[config.mk]
export PLATFORM = sky130hd
export DESIGN_NAME = bin_pack_block
export DESIGN_NICKNAME = d
export VERILOG_FILES = /design/src/rtl/bin_pack_block.sv
export SDC_FILE = /design/constraint.sdc
export NUM_CORES = 1
export LEC_CHECK = 0
export CAP_MARGIN = 0
export CORE_MARGIN = 2
export CORE_UTILIZATION = 52
export DETAILED_ROUTE_END_ITERATION = 10
export PLACE_DENSITY = 0.76
export RECOVER_POWER = 25
export SKIP_CTS_REPAIR_TIMING = 1
export SYNTH_ARGS = -nofsm -noshare
export SYNTH_HDL_FRONTEND = slang
export SYNTH_SLANG_ARGS = --single-unit
[constraint.sdc]
create_clock -name clk -period 2.3 [get_ports clk]
set_input_delay 0.23 -clock clk [delete_from_list [all_inputs] [get_ports clk]]
set_output_delay 0.23 -clock clk [all_outputs]
set_load 0.01 [all_outputs]
[src/rtl/bin_pack_block.sv]
// Serial-to-word packer: collects WORD_W qualified bits into a packed word or an
// XNOR popcount, then queues the result in a small FIFO with a sticky overflow flag.
module bin_pack_block #(
    parameter int WORD_W     = 8,
    parameter int FIFO_DEPTH = 4
) (
    input  logic                          clk,
    input  logic                          reset,
    input  logic                          bin_in,
    input  logic                          bin_int_in,
    input  logic                          valid_in,
    input  logic                          mode_in,
    input  logic                          out_ready,
    output logic [WORD_W-1:0]             out_data,
    output logic                          out_mode,
    output logic                          out_valid,
    output logic [$clog2(FIFO_DEPTH):0]   fifo_count,
    output logic                          overflow
);

    localparam int CNT_W  = $clog2(WORD_W + 1);
    localparam int PTR_W  = (FIFO_DEPTH > 1) ? $clog2(FIFO_DEPTH) : 1;
    localparam int FCNT_W = $clog2(FIFO_DEPTH) + 1;

    typedef enum logic {
        IDLE    = 1'b0,
        COLLECT = 1'b1
    } state_t;

    state_t              state_q;
    logic [WORD_W-1:0]   sr_q;
    logic [CNT_W-1:0]    bit_cnt_q;
    logic [CNT_W-1:0]    pop_cnt_q;
    logic                mode_q;

    logic [WORD_W-1:0]   sr_d;
    logic [CNT_W-1:0]    bit_cnt_d;
    logic [CNT_W-1:0]    pop_cnt_d;
    logic                mode_d;
    logic                match_bit;
    logic                push;
    logic [WORD_W-1:0]   push_word;

    logic [WORD_W:0]     mem_q [FIFO_DEPTH];
    logic [PTR_W-1:0]    wr_ptr_q;
    logic [PTR_W-1:0]    rd_ptr_q;
    logic [FCNT_W-1:0]   fifo_count_q;
    logic                overflow_q;
    logic                fifo_full;
    logic                fifo_empty;
    logic                pop;
    logic                wr_en;

    // The word mode is taken from mode_in only on the first bit of a word.
    always_comb begin
        mode_d    = (state_q == IDLE) ? mode_in : mode_q;
        match_bit = ~(bin_in ^ bin_int_in);
        sr_d      = {sr_q[WORD_W-2:0], bin_in};
        bit_cnt_d = bit_cnt_q + CNT_W'(1);
        pop_cnt_d = pop_cnt_q + {{(CNT_W-1){1'b0}}, match_bit};
        push      = valid_in && (bit_cnt_d == CNT_W'(WORD_W));
        push_word = mode_d ? WORD_W'(pop_cnt_d) : sr_d;
    end

    // NOTE: sequential state uses non-blocking assignments so every register
    // samples pre-edge values regardless of statement order.
    always_ff @(posedge clk or posedge reset) begin
        if (reset) begin
            state_q   <= IDLE;
            sr_q      <= '0;
            bit_cnt_q <= '0;
            pop_cnt_q <= '0;
            mode_q    <= 1'b0;
        end else if (valid_in) begin
            mode_q <= mode_d;
            sr_q   <= sr_d;
            if (push) begin
                bit_cnt_q <= '0;
                pop_cnt_q <= '0;
                state_q   <= IDLE;
            end else begin
                bit_cnt_q <= bit_cnt_d;
                pop_cnt_q <= pop_cnt_d;
                state_q   <= COLLECT;
            end
        end
    end

    assign fifo_full  = (fifo_count_q == FCNT_W'(FIFO_DEPTH));
    assign fifo_empty = (fifo_count_q == '0);
    assign pop        = !fifo_empty && out_ready;
    // A full FIFO still accepts a push when the head leaves on the same edge.
    assign wr_en      = push && (!fifo_full || pop);

    always_ff @(posedge clk or posedge reset) begin
        if (reset) begin
            wr_ptr_q     <= '0;
            rd_ptr_q     <= '0;
            fifo_count_q <= '0;
            overflow_q   <= 1'b0;
        end else begin
            if (wr_en) begin
                wr_ptr_q <= wr_ptr_q + PTR_W'(1);
            end
            if (pop) begin
                rd_ptr_q <= rd_ptr_q + PTR_W'(1);
            end
            if (wr_en && !pop) begin
                fifo_count_q <= fifo_count_q + FCNT_W'(1);
            end else if (!wr_en && pop) begin
                fifo_count_q <= fifo_count_q - FCNT_W'(1);
            end
            if (push && !wr_en) begin
                overflow_q <= 1'b1;
            end
        end
    end

    // NOTE: storage is not reset; the empty-gated read below keeps stale entries invisible.
    always_ff @(posedge clk) begin
        if (wr_en) begin
            mem_q[wr_ptr_q] <= {mode_d, push_word};
        end
    end

    assign out_valid             = !fifo_empty;
    assign {out_mode, out_data}  = fifo_empty ? '0 : mem_q[rd_ptr_q];
    assign fifo_count            = fifo_count_q;
    assign overflow              = overflow_q;

endmodule

After elaboration in Yosys (flattened, before gate mapping)
Memories as Yosys holds them, arrays and structs flattened.
Cells that the tools add are included.
{ "classes": {"add_sub_neg": 6, "n_eq_ne": 2, "mux": 10, "bitwise": 2, "reduce_logical": 13} }
{ "op_table": {"columns": ["cell", "n"], "rows": [
  ["2-to-1 mux 9 bit", 1],
  ["2-to-1 mux 4 bit", 2],
  ["2-to-1 mux 8 bit", 1],
  ["logical AND 1 bit", 6],
  ["2-to-1 mux 3 bit", 2],
  ["adder 2 x 1 -> 2 bit, second input constant", 2],
  ["adder 4 x 1 -> 4 bit", 1],
  ["adder 4 x 1 -> 4 bit, second input constant", 1],
  ["== test 4 bit, second input constant", 1],
  ["logical NOT 1 bit", 4],
  ["2-to-1 mux 1 bit", 4],
  ["adder 3 x 1 -> 3 bit, second input constant", 1],
  ["== test 3 bit, second input constant", 1],
  ["logical NOT 3 bit", 1],
  ["subtractor 3 x 1 -> 3 bit, second input constant", 1],
  ["nonzero test 2 bit", 1],
  ["logical OR 1 bit", 1],
  ["inverter 1 bit", 1],
  ["XOR 1 bit", 1]
]} }
{ "totals": {"register_bits": 25, "ramBits": 36, "out_inout_bits": 14, "n_memories": 1} }
{ "memory_table": {"columns": ["memory", "depth", "word_bits", "read_ports", "rd_clocked_by_memory_dff", "write_ports", "line", "text"], "rows": [
  ["mem_q", 4, 9, 1, 0, 1, "44", "logic [WORD_W:0] mem_q [FIFO_DEPTH];"]
]} }

Longest topological paths before layout
{ "depth": {"word_depth": 9, "mapped_depth": 11, "depth_no_buf": 10} }

Worst setup path before layout
OpenSTA, ideal clock, no wires.
{ "synth_path": {"path_type": "reg2reg", "start": "register fifo_count_q[0] (netlist: fifo_count[0])", "end": "register fifo_count_q[1] (netlist: fifo_count[1])", "t_arrival_ps": 2225, "required_time_ps": 2175, "path_slack_ps": -50, "path_stages_with_launch": 8, "synth_period_minus_slack_ps": 2350, "path_cell_list": "dfrtp_1 -> or4b_1 -> and4_1 -> buf_6 -> ha_1 -> inv_1 -> fa_1 -> mux2_2"} }
{ "synth_between": {"elab_chain_cells": 8} }
{ "synth_rtl": {"columns": ["item", "line", "text"], "rows": [
  ["start, declared", "47", "logic [FCNT_W-1:0] fifo_count_q;"],
  ["start signal, assigned", "109", "fifo_count_q <= fifo_count_q + FCNT_W'(1);"],
  ["start signal, assigned", "111", "fifo_count_q <= fifo_count_q - FCNT_W'(1);"],
  ["logical NOT 3 bit", "90", "assign fifo_empty = (fifo_count_q == '0);"],
  ["logical NOT 1 bit", "91", "assign pop = !fifo_empty && out_ready;"],
  ["logical AND 1 bit", "91", null],
  ["logical OR 1 bit (*)", "93", "assign wr_en = push && (!fifo_full || pop);"],
  ["logical AND 1 bit (*)", "93", null],
  ["via wr_en", "52", "logic wr_en;"],
  ["logical NOT 1 bit", "110", "end else if (!wr_en && pop) begin"],
  ["logical AND 1 bit", "110", null],
  ["nonzero test 2 bit (no line)", null, null]
]} }
Mark *: on every way through the listed nets, which the timed path passes. The rest lies on a longest branch. The select of a mux whose other input is x is not followed.
A chain may end at the register's enable or synchronous reset.

Worst setup path after layout
{ "layout_path": {"start": "register bit_cnt_q[0]", "end": "register fifo_count_q[2] (netlist: fifo_count[2])"} }
{ "layout_between": {"elab_chain_cells": 7} }
{ "layout_rtl": {"columns": ["item", "line", "text"], "rows": [
  ["start, declared", "32", "logic [CNT_W-1:0] bit_cnt_q;"],
  ["start signal, assigned", "82", "bit_cnt_q <= bit_cnt_d;"],
  ["adder 4 x 1 -> 4 bit (*)", "59", "bit_cnt_d = bit_cnt_q + CNT_W'(1);"],
  ["== test 4 bit (*)", "61", "push = valid_in && (bit_cnt_d == CNT_W'(WORD_W));"],
  ["logical AND 1 bit (*)", "61", null],
  ["logical AND 1 bit (*)", "93", null],
  ["logical NOT 1 bit", "110", null],
  ["logical AND 1 bit", "110", null],
  ["nonzero test 2 bit (no line)", null, null]
]} }
Mark *: on every way between the ends. The rest lies on a longest branch, timed or not.

==> metrics.cfg <==
[sta]
slew_violations = 0
finClkSkew_ns = 0.005124
hold_violations = 0
fin_crit_sh_pct = 97.47
setup_viol = 0
period_needed_ns = 2.242
max_freq_ghz = 0.4461
worstMarginPinSlew_ns = 1.293
rsz0062_at_grt = true
maxSlewHeadroom_pct = 13.81
layout_setup_ws_ns = 0.05818
holdWs_ns = 0.4813

[yosys]
ys_ff_latch = 61
synth_cell_types = 29
yosys_warnings = 0
synth.yosys.seq_area_share_pct = 64.04
synth-simple-area-share_pct = 8.592
syn_area_um2 = 2665
synth_adder_area_share_pct = 4.977
synthCells = 172
avgSynthCellArea_um2 = 15.49
synth_nets = 189
synthMuxAreaShare_pct = 13.62
synth_compound_area_share_pct = 1.737
synth_xor_area_share_pct = 4.601
synth_top_family_by_area = multiplexers

[detailed_routing]
highest_layer = met4
dr.pass1.iters = 4
wl_met1_um = 1879
wl_met2_um = 2223
avgViaCountPerCell = 5.119
routedWlPerCell_um = 15.27
wl_met3_um = 171
drtIter0Drc = 77
ant_nets = 0
num_vias = 1464
drcViolationCount = 0
routed_wl_um = 4368

[critical_path]
worst_setup_path_start_kind = flop
path_max_fanout = 4
cp.arrival_ns = 2.49
critical_path_required_ns = 2.55
end_kind = flop
path_class = reg2reg

[clock_network]
cts_buffers = 9
clock-sinks = 61
clockRootBuffer = clkbuf_8
htreeDepth = 3
clockBufferDepth = 2
clk_pin_slew_worst_paths_ns = 0.06
clk_latency_ns = 0.33
cts_tree = built

[power_and_ir_drop]
total_power_mw = 4.012
cellLeakagePower_nw = 1.321
vdd.ir_drop.worst_v = 0.0007901
power.density_nw_per_um2 = 1235

[global_routing]
antenna_found_initial = 0
grt_first_pass_wirelength_um = 7093
grt_overflow_total = 0
grt_pass1_vias = 1498
grt_usage_pct = 17.68
grt_max_degree = 26

[cells_and_area]
drive_gt1_share_pct = 26.39
final_area_um2 = 3248
fillCellCount = 379
fin_util_pct = 64.84
nets = 228
synthToLayoutAreaGrowth_pct = 21.88
diodes = 0

[floorplan]
core_region_area_um2 = 5010
io_pins = 21
die_height_um = 75.59
die_w_um = 75.59
start_util_pct = 53.20
rows = 26
die_area_um2 = 5714

[hold_path]
min_path_type = reg2reg

[flow_run]
drv.max_cap_violation_count = 0

[placement]
numPortBuffers = 20
place_area_um2 = 3014
place_hpwl_um = 2935
place_congestion = 0.7412
dp_worst_setup_slack_ns = -0.1658

[status]
status = finished, final reports clean

==> registers in the layout (all words and copies together) (netlist names) <==
register and flops:
mode_q 1, rd_ptr_q 2, state_q 1, pop_cnt_q 4, fifo_count 3, bit_cnt_q 4
mem_q 36, overflow 1, sr_q 7, wr_ptr_q 2
==> power breakdown <==
group / switching (mW) / internal [mW] / total [mW] / leakage [nW]
Sequential: 0.202 / 1.47 / 1.67 / 0.621
Clock: 0.381 / 0.493 / 0.874 / 0.0907
Combinational: 0.627 / 0.840 / 1.47 / 0.609
==> kinds of logic after synthesis <==
logic type,Yosys count
AO/OA/AOI/OAI,8
XOR/XNOR,14
adder cells (fa/ha/maj),10
buffers and inverters,15
flip-flops,61
multiplexers,23
AND/OR/NAND/NOR,41
==> final timing paths <==
kind,startpoint,to,slack (ns),cells past startpoint
max,bit_cnt_q[0],fifo_count[2],0.06,11
min,overflow,overflow,0.48,1
max reg2reg,bit_cnt_q[0],fifo_count[2],0.06,11
min reg2reg,overflow,overflow,0.48,1
max in group asynchronous,reset,rd_ptr_q[0],0.68,3
min in group asynchronous,reset,fifo_count[0],0.76,3
==> synthesized netlist by cell type <==
cell type	n	area, um2
and2_1	14	87.58
nand4_1	1	6.260
o22ai_1	3	18.77
and4_1	1	8.760
and3_1	1	6.260
mux4_2	9	202.7
and2_2	4	30.03
dfrtp_1	25	625.6
nand3_1	4	20.02
o21bai_1	1	7.510
o21ai_0	2	10.01
mux2_2	12	135.1
or4b_1	1	10.01
clkbuf_1	4	15.01
buf_1	1	3.750
a21oi_1	2	10.01
buf_2	1	5.000
fa_1	1	20.02
inv_1	8	30.03
mux2_4	1	15.01
nand2_1	8	30.03
mux2i_1	1	10.01
or3_2	1	7.510
nor2_1	6	22.52
edfxtp_1	36	1081
buf_6	1	11.26
xor2_1	5	43.79
xnor2_1	9	78.83
ha_1	9	112.6
==> through the flow <==
| stage | TNS, ns | instances |
|---|---|---|
| 2_1_floorplan | 0 | 172 |
| 3_3_place_gp | -0.02622 | 266 |
| 3_5_place_dp | -0.1658 | 266 |
| 4_1_cts | -0.1560 | 282 |
| 5_1_grt | -0.1856 | 286 |
| 6_report | 0 | 286 |
==> layout by cell type (no fill, tap or decap), types with 7 or more instances in the layout <==
master	Yosys	layout
dfrtp_1	25	23
and2_1	14	14
nand2_1	8	8
mux2_2	12	12
dlymetal6s2s_1	0	9
buf_4	0	11
ha_1	9	7
edfxtp_1	36	36
mux4_2	9	9
inv_1	8	8
xnor2_1	9	9
clkdlybuf4s50_1	0	9
clkbuf_8	0	9
==> layout make-up <==
class	instances	area, um2	area share, %
well taps	70	87.58	2.696
clock inverters	5	51.30	1.579
repair buffers	35	336.6	10.36
flip-flops and latches	61	1709	52.62
clock buffers	11	131.4	4.045
inverters	8	30.03	0.9245
multi-input cells	96	902.1	27.77
==> worst max-delay path, stage by stage, from the launching register on <==
cell	delay, ns
dfrtp_1	0.40
buf_4	0.14
buf_4	0.10
ha_1	0.14
and2_1	0.14
and4_1	0.22
ha_2	0.20
inv_1	0.05
fa_1	0.37
xor2_1	0.15
nor2_1	0.12
xor2_1	0.15
==> per-layer routing <==
layer	global-route usage [%]	up-vias
li1	-	696
met1	21.82	721
met2	28.60	38
met3	4.101	9
met4	10.53	0
met5	0	-
Power figures use the tool's default switching activity.
